### config.mk
export PLATFORM = sky130hd
export DESIGN_NAME = wrr_sched
export DESIGN_NICKNAME = d
export VERILOG_FILES = /design/src/rtl/wrr_sched_pkg.sv /design/src/rtl/rr_pick_comb.sv /design/src/rtl/wrr_sched.sv
export SDC_FILE = /design/constraint.sdc
export NUM_CORES = 1
export LEC_CHECK = 0
export ABC_AREA = 1
export BUFFER_PORTS_ARGS = -buffer_cell sky130_fd_sc_hd__buf_2
export CORE_MARGIN = 8
export CORE_UTILIZATION = 50
export DETAILED_ROUTE_END_ITERATION = 8
export PLACE_DENSITY = 0.71
export SETUP_SLACK_MARGIN = 0.5
export SLEW_MARGIN = 20
export SYNTH_ARGS = -nofsm -noshare
export SYNTH_HDL_FRONTEND = slang
export SYNTH_HIERARCHICAL = 1
export SYNTH_SLANG_ARGS = --single-unit
### constraint.sdc
create_clock -name clk -period 2.85 [get_ports clk]
set_input_delay 0.285 -clock clk [delete_from_list [all_inputs] [get_ports clk]]
set_output_delay 0.285 -clock clk [all_outputs]
set_load 0.05 [all_outputs]
### src/rtl/wrr_sched_pkg.sv
// wrr_sched_pkg: shared types, defaults and round-robin pick function for wrr_sched
package wrr_sched_pkg;

    typedef enum logic {ST_IDLE, ST_GRANT} state_t;

    localparam int DEF_WEIGHT_W = 4;
    localparam int MAX_Q = 8;

    typedef struct packed {
        logic       found;
        logic [2:0] idx;
    } pick_t;

    // Nearest eligible queue after last wins; last itself has the lowest priority.
    function automatic pick_t rr_pick(input logic [MAX_Q-1:0] eligible, input logic [2:0] last, input int n);
        pick_t p;
        p = '0;
        for (int k = MAX_Q; k >= 1; k--) begin
            int j;
            j = (int'(last) + k) % n;
            if (k <= n && eligible[j]) begin
                p.found = 1'b1;
                p.idx = j[2:0];
            end
        end
        return p;
    endfunction

endpackage

### src/rtl/rr_pick_comb.sv
// rr_pick_comb: combinational rotate/priority-encode picking the next eligible requester after last
module rr_pick_comb
    import wrr_sched_pkg::*;
#(
    parameter int N = 3,
    localparam int IW = (N > 1) ? $clog2(N) : 1
)(
    input  logic [N-1:0]  eligible,
    input  logic [IW-1:0] last,
    output logic          found,
    output logic [IW-1:0] idx
);

    pick_t p;

    always_comb p = rr_pick(MAX_Q'(eligible), 3'(last), N);

    assign found = p.found;
    assign idx = IW'(p.idx);

endmodule

### src/rtl/wrr_sched.sv
// wrr_sched: weighted round-robin scheduler driving a one-hot egress mux select.
// Optional per-queue starvation monitor enabled by defining WRR_STARVE_MON_EN.
module wrr_sched
    import wrr_sched_pkg::*;
#(
    parameter int NUM_Q = 3,
    parameter int WEIGHT_W = DEF_WEIGHT_W
`ifdef WRR_STARVE_MON_EN
    , parameter int STARVE_LIMIT = 64
`endif
)(
    input  logic                      clk,
    input  logic                      rst_n,
    input  logic [NUM_Q-1:0]          q_rdy,
    input  logic [NUM_Q*WEIGHT_W-1:0] q_weight,
    input  logic                      unit_done,
    output logic [NUM_Q-1:0]          sel,
    output logic                      sel_vld,
    output logic [WEIGHT_W-1:0]       credit
`ifdef WRR_STARVE_MON_EN
    , output logic [NUM_Q-1:0]        q_starve
`endif
);

    localparam int IW = $clog2(NUM_Q);

    state_t              state, state_d;
    logic [NUM_Q-1:0]    elig, sel_d;
    logic [WEIGHT_W-1:0] credit_d;
    logic [WEIGHT_W-1:0] w [NUM_Q];
    logic [IW-1:0]       last, last_d, win;
    logic                found, rel;

    for (genvar i = 0; i < NUM_Q; i++) begin : g_q
        assign w[i] = q_weight[i*WEIGHT_W +: WEIGHT_W];
        assign elig[i] = q_rdy[i] && w[i] != '0;
    end

    rr_pick_comb #(.N(NUM_Q)) u_pick (
        .eligible(elig),
        .last(last),
        .found(found),
        .idx(win)
    );

    // While granted, last is the current queue.
    assign rel = state == ST_GRANT && ((unit_done && credit == WEIGHT_W'(1)) || !q_rdy[last]);

    always_comb begin
        state_d = state;
        sel_d = sel;
        credit_d = credit;
        last_d = last;
        if (state == ST_IDLE || rel) begin
            state_d = found ? ST_GRANT : ST_IDLE;
            sel_d = found ? NUM_Q'(1) << win : '0;
            credit_d = found ? w[win] : '0;
            last_d = found ? win : last;
        end else if (unit_done) begin
            credit_d = credit - WEIGHT_W'(1);
        end
    end

    always_ff @(posedge clk) begin
        if (!rst_n) begin
            state <= ST_IDLE;
            sel <= '0;
            sel_vld <= 1'b0;
            credit <= '0;
            last <= IW'(NUM_Q - 1);
        end else begin
            state <= state_d;
            sel <= sel_d;
            sel_vld <= |sel_d;
            credit <= credit_d;
            last <= last_d;
        end
    end

    assert property (@(posedge clk) disable iff (!rst_n) !(sel_vld && credit == '0));
    assert property (@(posedge clk) disable iff (!rst_n) $onehot0(sel) && sel_vld == |sel);

`ifdef WRR_STARVE_MON_EN
    localparam int CW = $clog2(STARVE_LIMIT + 1);

    logic [CW-1:0] wait_cnt [NUM_Q];

    // A grant clears the count on the edge it is issued.
    always_ff @(posedge clk) begin
        for (int i = 0; i < NUM_Q; i++) begin
            if (!rst_n || !elig[i] || sel_d[i])
                wait_cnt[i] <= '0;
            else if (!sel[i] && wait_cnt[i] != CW'(STARVE_LIMIT))
                wait_cnt[i] <= wait_cnt[i] + CW'(1);
            q_starve[i] <= rst_n && wait_cnt[i] == CW'(STARVE_LIMIT);
        end
    end
`endif

endmodule

==> flow_summary_export.csv, run 1 <==
group,metric,value,unit
synthesis,netlist.top_cell.by_area,"dfxtp_1",
grt,grt_max_degree,12,
layout,stdcell_area,1305,um^2
layout,finish.utilization,0.6075,
layout,fillers,223,
detailed_routing,avgViaCountPerCell,5.057,
worst_setup_path,critPathMaxStageDelay,0.37,ns
sta,relSlewSlack,0.7934,
sta,hold_viol,0,
grt,grt_pass1_vias,1128,
synthesis,yosysWarnings,6,
floorplanning,die_area,3936,um^2
detailed_routing,wirelength,2.709,mm
worst_setup_path,cp_cell_sequence,"inv_1, ha_1, inv_2, nor2_2, nor2_4, nand3_1, nand2_1, nand3_1, nand2_2, nor2_2, inv_1, nor2_2, nand2_1, nand3_1, nand2_1, a21oi_2",
worst_setup_path,crit_required,3.06,ns
worst_setup_path,worstSetupPathType,"reg -> reg",
power_and_ir_drop,total_power,1.572,mW
floorplanning,ios,26,
layout,syn2layout_area_growth,19.47,%
cts,numCtsBuffers,3,
place,place_area,1241,um^2
sta,fin_worst_skew,0.002140,ns
run,drv_cap,0,
synthesis,synth_top_family_by_area,"simple AND/OR/NAND/NOR gates",
worst_setup_path,critPathBufInv,3,
worst_setup_path,startpoint_type,"flip-flop",
layout,final_cell_mix,"nand2_1, inv_1, nand3_1, buf_2, dfxtp_1",
layout,antenna_cells,0,
sta,slew_violations,0,
worst_setup_path,slowest_stage,"dfxtp_4",
worst_setup_path,crit_family,"simple AND/OR/NAND/NOR gates",
sta,min_period,2.128,ns
synthesis,synth_area_leaders,"dfxtp_1, nand2_1, nand3_1, ha_1, inv_1",
layout,layout-drive-gt1-share,0.3085,
synthesis,synth_top_cell_area_share,0.2016,
worst_setup_path,worstPathArrival,2.34,ns
worst_setup_path,worstSetupEndpointType,"flip-flop",
synthesis,synth-compound-area-share,0.08820,
place,gp_congestion,0.8222,
grt,grt.total_usage,0.1387,
synthesis,yosysUniqueCellTypes,26,
floorplanning,initial_core_util,0.5084,
floorplanning,num_rows,17,
sta,final.setup.worst_slack,0.7224,ns
grt,antenna_found_initial,0,
synthesis,post_synth_inst_count,172,
sta,fmax,470.0,MHz
synthesis,ys_ff_latch,11,
layout,fin_nets,229,
detailed_routing,drt_first_pass_iters,4,
cts,h-tree-depth,1,
place,post-place-ws,0.4706,ns
place,place_inst,224,
sta,hold_slack,0.2830,ns
floorplanning,die_w,62.74,um
detailed_routing,ant_nets,0,
layout,multi_input_area,748.2,um^2
detailed_routing,drc,0,
synthesis,synthAdderAreaFrac,0.1031,
detailed_routing,first_iter_violations,53,
run_status,outcome,"completed",
grt,grt_pass1_wl,4.609,mm
cts,cts_root_buf,"clkbuf_4",
sta,rsz0062_at_grt,"false",
place,hpwlAfterDp,2.224,mm
floorplanning,die_y,62.74,um
min_path,hp-class,"in -> reg",
synthesis,syn-cell-area,1092,um^2
cts,worstSkewPairLatency,0.27,ns
sta,tightest_slew,0.3070,ns
cts,cts_sinks,11,
synthesis,seq_area_frac_synth,0.2016,
cts,cts_tree,"built",
power_and_ir_drop,peakVddDrop,0.6225,mV
power_and_ir_drop,p_leak,0.7396,nW
power_and_ir_drop,pwr_density_cell,1205,nW/um^2
synthesis,synth_mux_area_frac,0,
synthesis,synth_nets,199,
cts,cts_max_path_buffers,2,
place,portBuffers,25,
synthesis,synth-xor-area-share,0,
detailed_routing,wl_per_cell,11.83,um
floorplanning,coreArea,2148,um^2
layout,layout_commonest_cell,"nand2_1",
synthesis,avgSynthCellArea,6.351,um^2
grt,grt-ovfl-total,0,
synthesis,yosys.area_share.simple,0.4708,
detailed_routing,num_vias,1158,
layout,final_cells,229,
sta,setup_tns,0,ns
cts,hold_buffers,0,
sta,setup_viol,0,
cts,cts.clk_slew.worst_paths,0.07,ns
layout,register_area,225.2,um^2
sta,min_period_over_period,0.7465,
worst_setup_path,cp_max_fo,8,
-- path summary, 6_finish.rpt --
| path | start | to | slack [ns] | cells past startpoint |
|---|---|---|---|---|
| min | rst_n | last[1] | 0.28 | 2 |
| max | last[1] | credit[0] | 0.72 | 16 |
| max reg2reg | last[1] | credit[0] | 0.72 | 16 |
| min reg2reg | last[0] | last[0] | 0.53 | 2 |
-- area by class of cell --
class                           instances  share of cell area
Multi-Input combinational cell        124              0.5733
Timing Repair Buffer                   26              0.1016
Tap cell                               28             0.02685
Clock buffer                            4             0.02013
Inverter                               36              0.1055
Sequential cell                        11              0.1726
-- report_power, final --
| part | total [mW] | internal [mW] | switching [mW] | leakage, nW |
|---|---|---|---|---|
| registers | 0.264 | 0.217 | 0.0471 | 0.0919 |
| clock network | 0.111 | 0.0543 | 0.0570 | 0.0150 |
| logic | 1.20 | 0.400 | 0.797 | 0.633 |
| total | 1.57 | 0.671 | 0.901 | 0.740 |
-- synthesized netlist by cell type --
master and number:
nand3_1 25, nand2_4 2, o41a_1 1, inv_2 4, nand3b_1 3, nor3_1 1
o21ai_1 1, nor2_4 1, nor4_1 1, nand2_1 41, nand2_2 6, buf_6 1
o211ai_1 2, clkinv_1 1, dfxtp_1 11, inv_1 29, a21boi_4 1, nor2_2 3
nor2_1 10, o21ai_0 1, ha_1 9, nand4_1 7, a21oi_1 3, a21oi_2 3
nand3_2 3, clkinv_2 2
-- registers in the layout, indices dropped and copies added, names as in the netlist --
name and flops:
credit 4, sel_vld 1, last 2, sel 3, state 1
-- cells by family after synthesis --
kind of cell | after synthesis
AND/OR/NAND/NOR | 103
buffers and inverters | 37
AO/OA/AOI/OAI | 12
flip-flops | 11
adder cells (fa/ha/maj) | 9
-- what timing repair did --
item	4_1_cts	5_1_grt
resized for setup	2	8
setup buffers	0	1
endpoints found under the hold margin	0	0
setup endpoints to repair	3	7
-- per-layer routing --
| layer | GRT usage | vias to the layer above | wire length (um) |
|---|---|---|---|
| met5 | 0 | - | 0 |
| met4 | 0.05983 | 0 | 60 |
| met3 | 0.02688 | 7 | 89 |
| met2 | 0.2768 | 21 | 1513 |
| met1 | 0.1318 | 525 | 1046 |
| li1 | - | 605 | - |
Note: power is estimated with default switching activity, not from simulation.
==> run 2, diff against run 1 <==
--- a/config.mk
+++ b/config.mk
@@ -5,12 +5,12 @@
 export SDC_FILE = /design/constraint.sdc
 export NUM_CORES = 1
 export LEC_CHECK = 0
-export ABC_AREA = 1
+export ABC_AREA = 0
 export BUFFER_PORTS_ARGS = -buffer_cell sky130_fd_sc_hd__buf_2
 export CORE_MARGIN = 8
 export CORE_UTILIZATION = 50
 export DETAILED_ROUTE_END_ITERATION = 8
-export PLACE_DENSITY = 0.71
+export PLACE_DENSITY = 0.72
 export SETUP_SLACK_MARGIN = 0.5
 export SLEW_MARGIN = 20
 export SYNTH_ARGS = -nofsm -noshare
==> constraint.sdc (replaced) <==
create_clock -name clk -period 2 [get_ports clk]
set_input_delay 0.2 -clock clk [delete_from_list [all_inputs] [get_ports clk]]
set_output_delay 0.2 -clock clk [all_outputs]
set_load 0.05 [all_outputs]
==> run 2 against run 1 <==
Net effect: the flow now finishes with violations (setup timing); sequential share of layout area is 2.2 points lower; setup slack worse by 1.1 ns; maximum frequency is 11% lower; clock skew hardly changed; cell area is 17% higher; critical path type unchanged; highest routed layer unchanged.
==> flow_summary_export.csv, run 2 <==
group,metric,value,unit
run_status,outcome,"complete, but fails checks",
run_status,violations,"setup timing",
sta,tightest_slew,0.4338,ns
sta,relSlewSlack,0.7071,
grt,grtUsageMet2,0.3072,
detailed_routing,avgViaCountPerCell,5.888,
grt,antenna_found_initial,0,
grt,met1_usage,0.1913,
cts,hold_buffers,0,
sta,hold_slack,0.1919,ns
layout,largest_register_ffs,4,
synthesis,ys_ff_latch,11,
sta,final.setup.worst_slack,-0.3782,ns
place,portBuffers,25,
synthesis,yosysWarnings,6,
worst_setup_path,crit_family,"compound AO/OA/AOI/OAI gates",
cts,cts.clk_slew.worst_paths,0.08,ns
place,hpwlAfterDp,2.287,mm
sta,fin_worst_skew,0.002025,ns
synthesis,synth_common_cells,"inv_1, dfxtp_1, ha_1, a21oi_1, mux2i_1",
synthesis,yosysUniqueCellTypes,47,
detailed_routing,drt_first_pass_iters,4,
layout,stdcell_area,1525,um^2
detailed_routing,drc,0,
detailed_routing,first_iter_violations,57,
synthesis,synth_edf_count,0,
cts,numCtsBuffers,3,
detailed_routing,wirelength,3.305,mm
detailed_routing,ant_nets,0,
layout,layout-drive-gt1-share,0.5176,
floorplanning,die_w,61.85,um
synthesis,synthArstFlopShare,0,
layout,antenna_cells,0,
floorplanning,die_area,3825,um^2
power_and_ir_drop,pwr_density_cell,1849,nW/um^2
grt,grtUsageMet3,0.04115,
synthesis,avgSynthCellArea,8.686,um^2
worst_setup_path,startpoint_type,"flip-flop",
grt,grt.total_usage,0.1734,
power_and_ir_drop,p_leak,0.6516,nW
sta,hold_viol,0,
synthesis,yosys.area_share.simple,0.1690,
min_path,hp-class,"in -> reg",
worst_setup_path,worstSetupPathType,"reg -> reg",
synthesis,seq_area_frac_synth,0.2095,
worst_setup_path,slowest_stage,"or3_1",
layout,fin_nets,198,
cts,worstSkewPairLatency,0.27,ns
cts,cts_sinks,11,
sta,rsz0062_at_grt,"true",
grt,grt_max_degree,13,
synthesis,post_synth_inst_count,121,
sta,min_period_over_period,1.189,
layout,finish.utilization,0.7696,
cts,cts_max_path_buffers,2,
layout,layout_commonest_cell,"buf_2",
sta,slew_violations,0,
layout,syn2layout_area_growth,45.12,%
grt,grt-ovfl-total,0,
floorplanning,initial_core_util,0.5303,
place,gp_congestion,0.8746,
synthesis,netlist.top_cell.by_area,"dfxtp_1",
synthesis,synth_area_leaders,"dfxtp_1, ha_1, mux2i_1, inv_1, a21oi_1",
detailed_routing,num_vias,1160,
cts,cts_tree,"built",
cts,h-tree-depth,1,
synthesis,syn-cell-area,1051,um^2
layout,max_flop_register,"credit",
synthesis,yosysMostFrequentCell,"inv_1",
synthesis,synth-xor-area-share,0.02500,
worst_setup_path,worstPathArrival,2.54,ns
grt,busiest_layer,"met2",
worst_setup_path,cp_max_fo,10,
grt,grt_pass1_wl,4.954,mm
floorplanning,ios,26,
synthesis,synth_top_family_by_area,"compound AO/OA/AOI/OAI gates",
power_and_ir_drop,total_power,2.819,mW
synthesis,ys.flop_type,"dfxtp_1",
floorplanning,coreArea,1982,um^2
sta,fmax,420.5,MHz
power_and_ir_drop,peakVddDrop,1.120,mV
cts,cts_root_buf,"clkbuf_4",
synthesis,synth-compound-area-share,0.3131,
worst_setup_path,critPathBufInv,2,
floorplanning,num_rows,16,
sta,min_period,2.378,ns
synthesis,synth_mux_area_frac,0.09048,
worst_setup_path,crit_required,2.16,ns
synthesis,synth_nets,148,
grt,grt_pass1_vias,1120,
sta,setup_viol,10,
run,drv_cap,0,
synthesis,synth_top_cell_area_share,0.2095,
layout,final_cell_mix,"buf_2, buf_4, inv_1, dfxtp_1",
worst_setup_path,cp_cell_sequence,"inv_4, ha_4, o2bb2ai_4, or3_1, a31oi_1, buf_4, nand3b_1, o21ai_1, a22oi_1, a311oi_1",
worst_setup_path,worstSetupEndpointType,"flip-flop",
floorplanning,die_y,61.85,um
synthesis,synthAdderAreaFrac,0.1071,
detailed_routing,wl_per_cell,16.78,um
place,place_area,1370,um^2
worst_setup_path,critPathMaxStageDelay,0.38,ns
layout,largest_registers,"credit (4), sel (3), last (2)",
[run 2: final cells by class]
type | count | area [um^2]
sequential | 11 | 229.0
multi-input combinational | 93 | 859.6
tap | 27 | 33.78
clock buffer | 3 | 22.52
fill | 131 | 456.7
inverter | 12 | 55.05
timing repair buffer | 50 | 320.3
clock inverter | 1 | 5.005
[run 2: stage by stage]
stage               std cells  worst slack [ns]  TNS [ns]
global route              197           -0.4080    -2.898
finish                    197           -0.3782    -2.045
global placement          188           -0.1843   -0.8360
floorplan                 121          -0.09168   -0.2485
detailed placement        188           -0.2912    -1.455
CTS                       197           -0.2707    -1.439
[run 2: cell families after synthesis]
| logic type | Yosys count |
|---|---|
| AO/OA/AOI/OAI | 41 |
| XOR/XNOR | 3 |
| adder cells (fa/ha/maj) | 9 |
| buffers and inverters | 18 |
| flip-flops | 11 |
| multiplexers | 9 |
| AND/OR/NAND/NOR | 30 |
[run 2: power breakdown]
| part | total [mW] | switching (mW) | internal, mW |
|---|---|---|---|
| combinational | 2.28 | 1.26 | 1.02 |
| sequential | 0.381 | 0.0679 | 0.313 |
| clock | 0.156 | 0.0823 | 0.0740 |
[run 2: per-layer routing]
layer,vias to the layer above,routed length [um]
li1,553,-
met2,58,1616
met1,539,1377
met3,10,240
met5,-,0
met4,0,70
[run 2: what timing repair did]
| action | 4_1_cts | 5_1_grt |
|---|---|---|
| buffers inserted | 4 | 0 |
| endpoints found under the setup margin | 11 | 11 |
| pin swaps | 9 | 5 |
| cloned | 1 | 0 |
| gates resized for setup | 15 | 5 |
[run 2: path summary, 6_finish.rpt]
path / start / end / slack (ns) / cells past startpoint
setup / recovery: last[0] / credit[3] / -0.38 / 10
hold / removal: rst_n / last[0] / 0.19 / 3
hold reg to reg: sel[1] / sel[1] / 0.48 / 2
setup reg to reg: last[0] / credit[3] / -0.38 / 10
[run 2: worst min-delay path: cells and delay by family]
family / cells / cell delay, ns
AND/OR/NAND/NOR: 1 / 0.06
multiplexers: 1 / 0.06
buffers and inverters: 1 / 0.11
==> run 3, diff against run 2 <==
--- a/config.mk
+++ b/config.mk
@@ -10,10 +10,10 @@
 export CORE_MARGIN = 8
 export CORE_UTILIZATION = 50
 export DETAILED_ROUTE_END_ITERATION = 8
-export PLACE_DENSITY = 0.72
+export GPL_ROUTABILITY_DRIVEN = 0
+export PLACE_DENSITY = 0.71
 export SETUP_SLACK_MARGIN = 0.5
 export SLEW_MARGIN = 20
 export SYNTH_ARGS = -nofsm -noshare
 export SYNTH_HDL_FRONTEND = slang
-export SYNTH_HIERARCHICAL = 1
 export SYNTH_SLANG_ARGS = --single-unit
==> run 3 against run 2 <==
Net effect: the run still ends with setup timing left; clock skew about the same; combinational power increased by 52%; count of clock-buffer cells in the layout unchanged; synthesized area increased by 7.9%; largest power group unchanged; highest routed layer unchanged.
==> flow_summary_export.csv, run 3 <==
group,metric,value,unit
layout,fin_nets,222,
layout,layout-drive-gt1-share,0.5670,
layout,antenna_cells,0,
power_and_ir_drop,peakVddDrop,1.770,mV
worst_setup_path,worstSetupEndpointType,"flip-flop",
run,drv_cap,0,
synthesis,yosysUniqueCellTypes,52,
floorplanning,die_area,4047,um^2
synthesis,synth_edf_count,0,
worst_setup_path,crit_required,2.21,ns
sta,tightest_slew,0.4431,ns
floorplanning,ios,26,
layout,finish.utilization,0.8270,
worst_setup_path,crit_path_start,"last[1]",
place,post-place-ws,-0.2546,ns
place,hpwlAfterDp,2.906,mm
synthesis,avgSynthCellArea,8.460,um^2
detailed_routing,first_iter_violations,64,
synthesis,ys.flop_type,"dfxtp_1",
cts,cts_root_buf,"clkbuf_4",
layout,largest_register_ffs,4,
sta,hold_viol,0,
power_and_ir_drop,p_leak,0.7553,nW
detailed_routing,drt_first_pass_iters,4,
power_and_ir_drop,total_power,4.043,mW
place,place_area,1592,um^2
worst_setup_path,cp_max_fo,7,
sta,rsz0062_at_grt,"true",
sta,min_period_over_period,1.123,
worst_setup_path,worst_r2r_path_depth,11,
worst_setup_path,worstPathArrival,2.45,ns
sta,final.setup.worst_slack,-0.2465,ns
synthesis,post_synth_inst_count,134,
grt,grt_pass1_vias,1346,
detailed_routing,num_vias,1376,
floorplanning,die_w,63.62,um
worst_setup_path,cp_cell_sequence,"inv_4, ha_4, buf_6, a21oi_4, a2111oi_2, a31oi_1, o21ai_1, nor4b_4, buf_4, a21oi_1, a21oi_1",
cts,worstSkewPairLatency,0.29,ns
power_and_ir_drop,pwr_density_cell,2253,nW/um^2
synthesis,synth_area_leaders,"dfxtp_1, ha_1, a21oi_1, nor2_1, nand2_1",
sta,fmax,445.1,MHz
cts,cts_max_path_buffers,2,
synthesis,netlist.top_cell.by_area,"dfxtp_1",
layout,largest_registers,"credit (4), sel (3), last (2)",
floorplanning,initial_core_util,0.5225,
cts,h-tree-depth,1,
layout,final_cell_mix,"buf_4, buf_2, a21oi_1, nand2_1, nor2_1",
worst_setup_path,critical_path.most_common_cell,"a21oi_1",
run_status,outcome,"complete, but fails checks",
layout,fillers,129,
layout,max_flop_register,"credit",
detailed_routing,avgViaCountPerCell,6.198,
worst_setup_path,slowest_stage,"dfxtp_4",
synthesis,yosysMostFrequentCell,"a21oi_1",
sta,relSlewSlack,0.7046,
synthesis,seq_area_frac_synth,0.1943,
grt,antenna_found_initial,0,
grt,grt_max_degree,12,
worst_setup_path,reg2reg_from,"last[1]",
worst_setup_path,worstSetupPathType,"reg -> reg",
synthesis,synthArstFlopShare,0,
layout,syn2layout_area_growth,58.28,%
grt,grt.total_usage,0.1854,
cts,hold_buffers,0,
synthesis,syn-cell-area,1134,um^2
sta,setup_viol,10,
floorplanning,die_y,63.62,um
worst_setup_path,critPathBufInv,3,
grt,grt-ovfl-total,0,
place,portBuffers,25,
detailed_routing,drc,0,
synthesis,synth_nets,161,
min_path,hp-class,"in -> reg",
worst_setup_path,crit_family,"compound AO/OA/AOI/OAI gates",
layout,layout_commonest_cell,"buf_4",
detailed_routing,wirelength,4.120,mm
cts,cts_sinks,11,
cts,numCtsBuffers,3,
synthesis,yosysWarnings,0,
worst_setup_path,startpoint_type,"flip-flop",
sta,slew_violations,0,
synthesis,ys_ff_latch,11,
cts,cts.clk_slew.worst_paths,0.07,ns
detailed_routing,wl_per_cell,18.56,um
cts,cts_tree,"built",
worst_setup_path,path_depth,11,
layout,stdcell_area,1794,um^2
grt,grt_pass1_wl,6.210,mm
synthesis,synth_top_cell_area_share,0.1943,
worst_setup_path,critPathMaxStageDelay,0.40,ns
floorplanning,coreArea,2170,um^2
synthesis,synth_common_cells,"a21oi_1, nor2_1, dfxtp_1, nand2_1, ha_1",
min_path,worst_hold_path.num_cells,3,
min_path,worstHoldStart,"rst_n",
run_status,violations,"setup timing",
sta,min_period,2.247,ns
detailed_routing,ant_nets,0,
floorplanning,num_rows,17,
sta,fin_worst_skew,0.001552,ns
==> run 3: path summary, 6_finish.rpt <==
kind / end / slack (ns)
setup / recovery: credit[1] / -0.25
hold / removal: credit[3] / 0.17
setup reg to reg: credit[1] / -0.25
hold reg to reg: sel[1] / 0.55
==> run 3: metrics by stage <==
| stage | instances | hold slack, ns | setup TNS [ns] |
|---|---|---|---|
| 6_report | 222 | 0.1726 | -1.924 |
| 5_1_grt | 222 | 0.2019 | -2.854 |
| 4_1_cts | 221 | 0.1646 | -1.433 |
| 3_5_place_dp | 211 | 0.4681 | -1.726 |
| 3_3_place_gp | 211 | 0.4628 | -1.106 |
| 2_1_floorplan | 134 | 0.3290 | -0.3773 |
==> run 3: layer usage <==
layer  up-vias  share of wire  track usage
met5         -              0            0
met4         0          0.025      0.06407
met3        12          0.092      0.06007
met2        81           0.48       0.3016
met1       654           0.40       0.2217
li1        629              -            -
==> run 3: kinds of logic (layout without fill, tap and decap cells) <==
| group | count (synthesis) | after routing | synth area share |
|---|---|---|---|
| xor+xnor | 5 | 5 | 0.03863 |
| compound gates | 53 | 53 | 0.3863 |
| fa+ha+maj | 9 | 9 | 0.09934 |
| flops | 11 | 11 | 0.1943 |
| mux | 3 | 3 | 0.02980 |
| simple gates | 40 | 40 | 0.1932 |
| buf+inv | 13 | 73 | 0.05850 |
==> run 3: final cells by class <==
cell class              instances  area (um^2)  share of cell area
inverters                       8        35.03             0.01953
flip-flops and latches         11        230.2              0.1283
clock buffers                   3        22.52             0.01255
clock inverters                 1        5.005            0.002789
repair buffers                 61        422.9              0.2357
well taps                      28        35.03             0.01953
multi-input cells             110         1044              0.5816
==> run 3: repair_timing <==
action,CTS,global route
pin swaps,10,6
buffers inserted,6,1
setup endpoints to repair,11,11
resized for setup,10,16
==> run 3: worst register-to-register path: stages, from the launching register on <==
cell       delay, ns
dfxtp_4         0.40
inv_4           0.05
ha_4            0.31
buf_6           0.12
a21oi_4         0.04
a2111oi_2       0.28
a31oi_1         0.12
o21ai_1         0.22
nor4b_4         0.23
buf_4           0.19
a21oi_1         0.07
a21oi_1         0.14
==> run 3: where the power goes <==
part / internal [mW] / leakage, nW / total [mW] / switching [mW]
logic: 1.68 / 0.645 / 3.47 / 1.79
clock network: 0.0746 / 0.0177 / 0.158 / 0.0838
registers: 0.323 / 0.0925 / 0.418 / 0.0944
total: 2.08 / 0.755 / 4.04 / 1.97
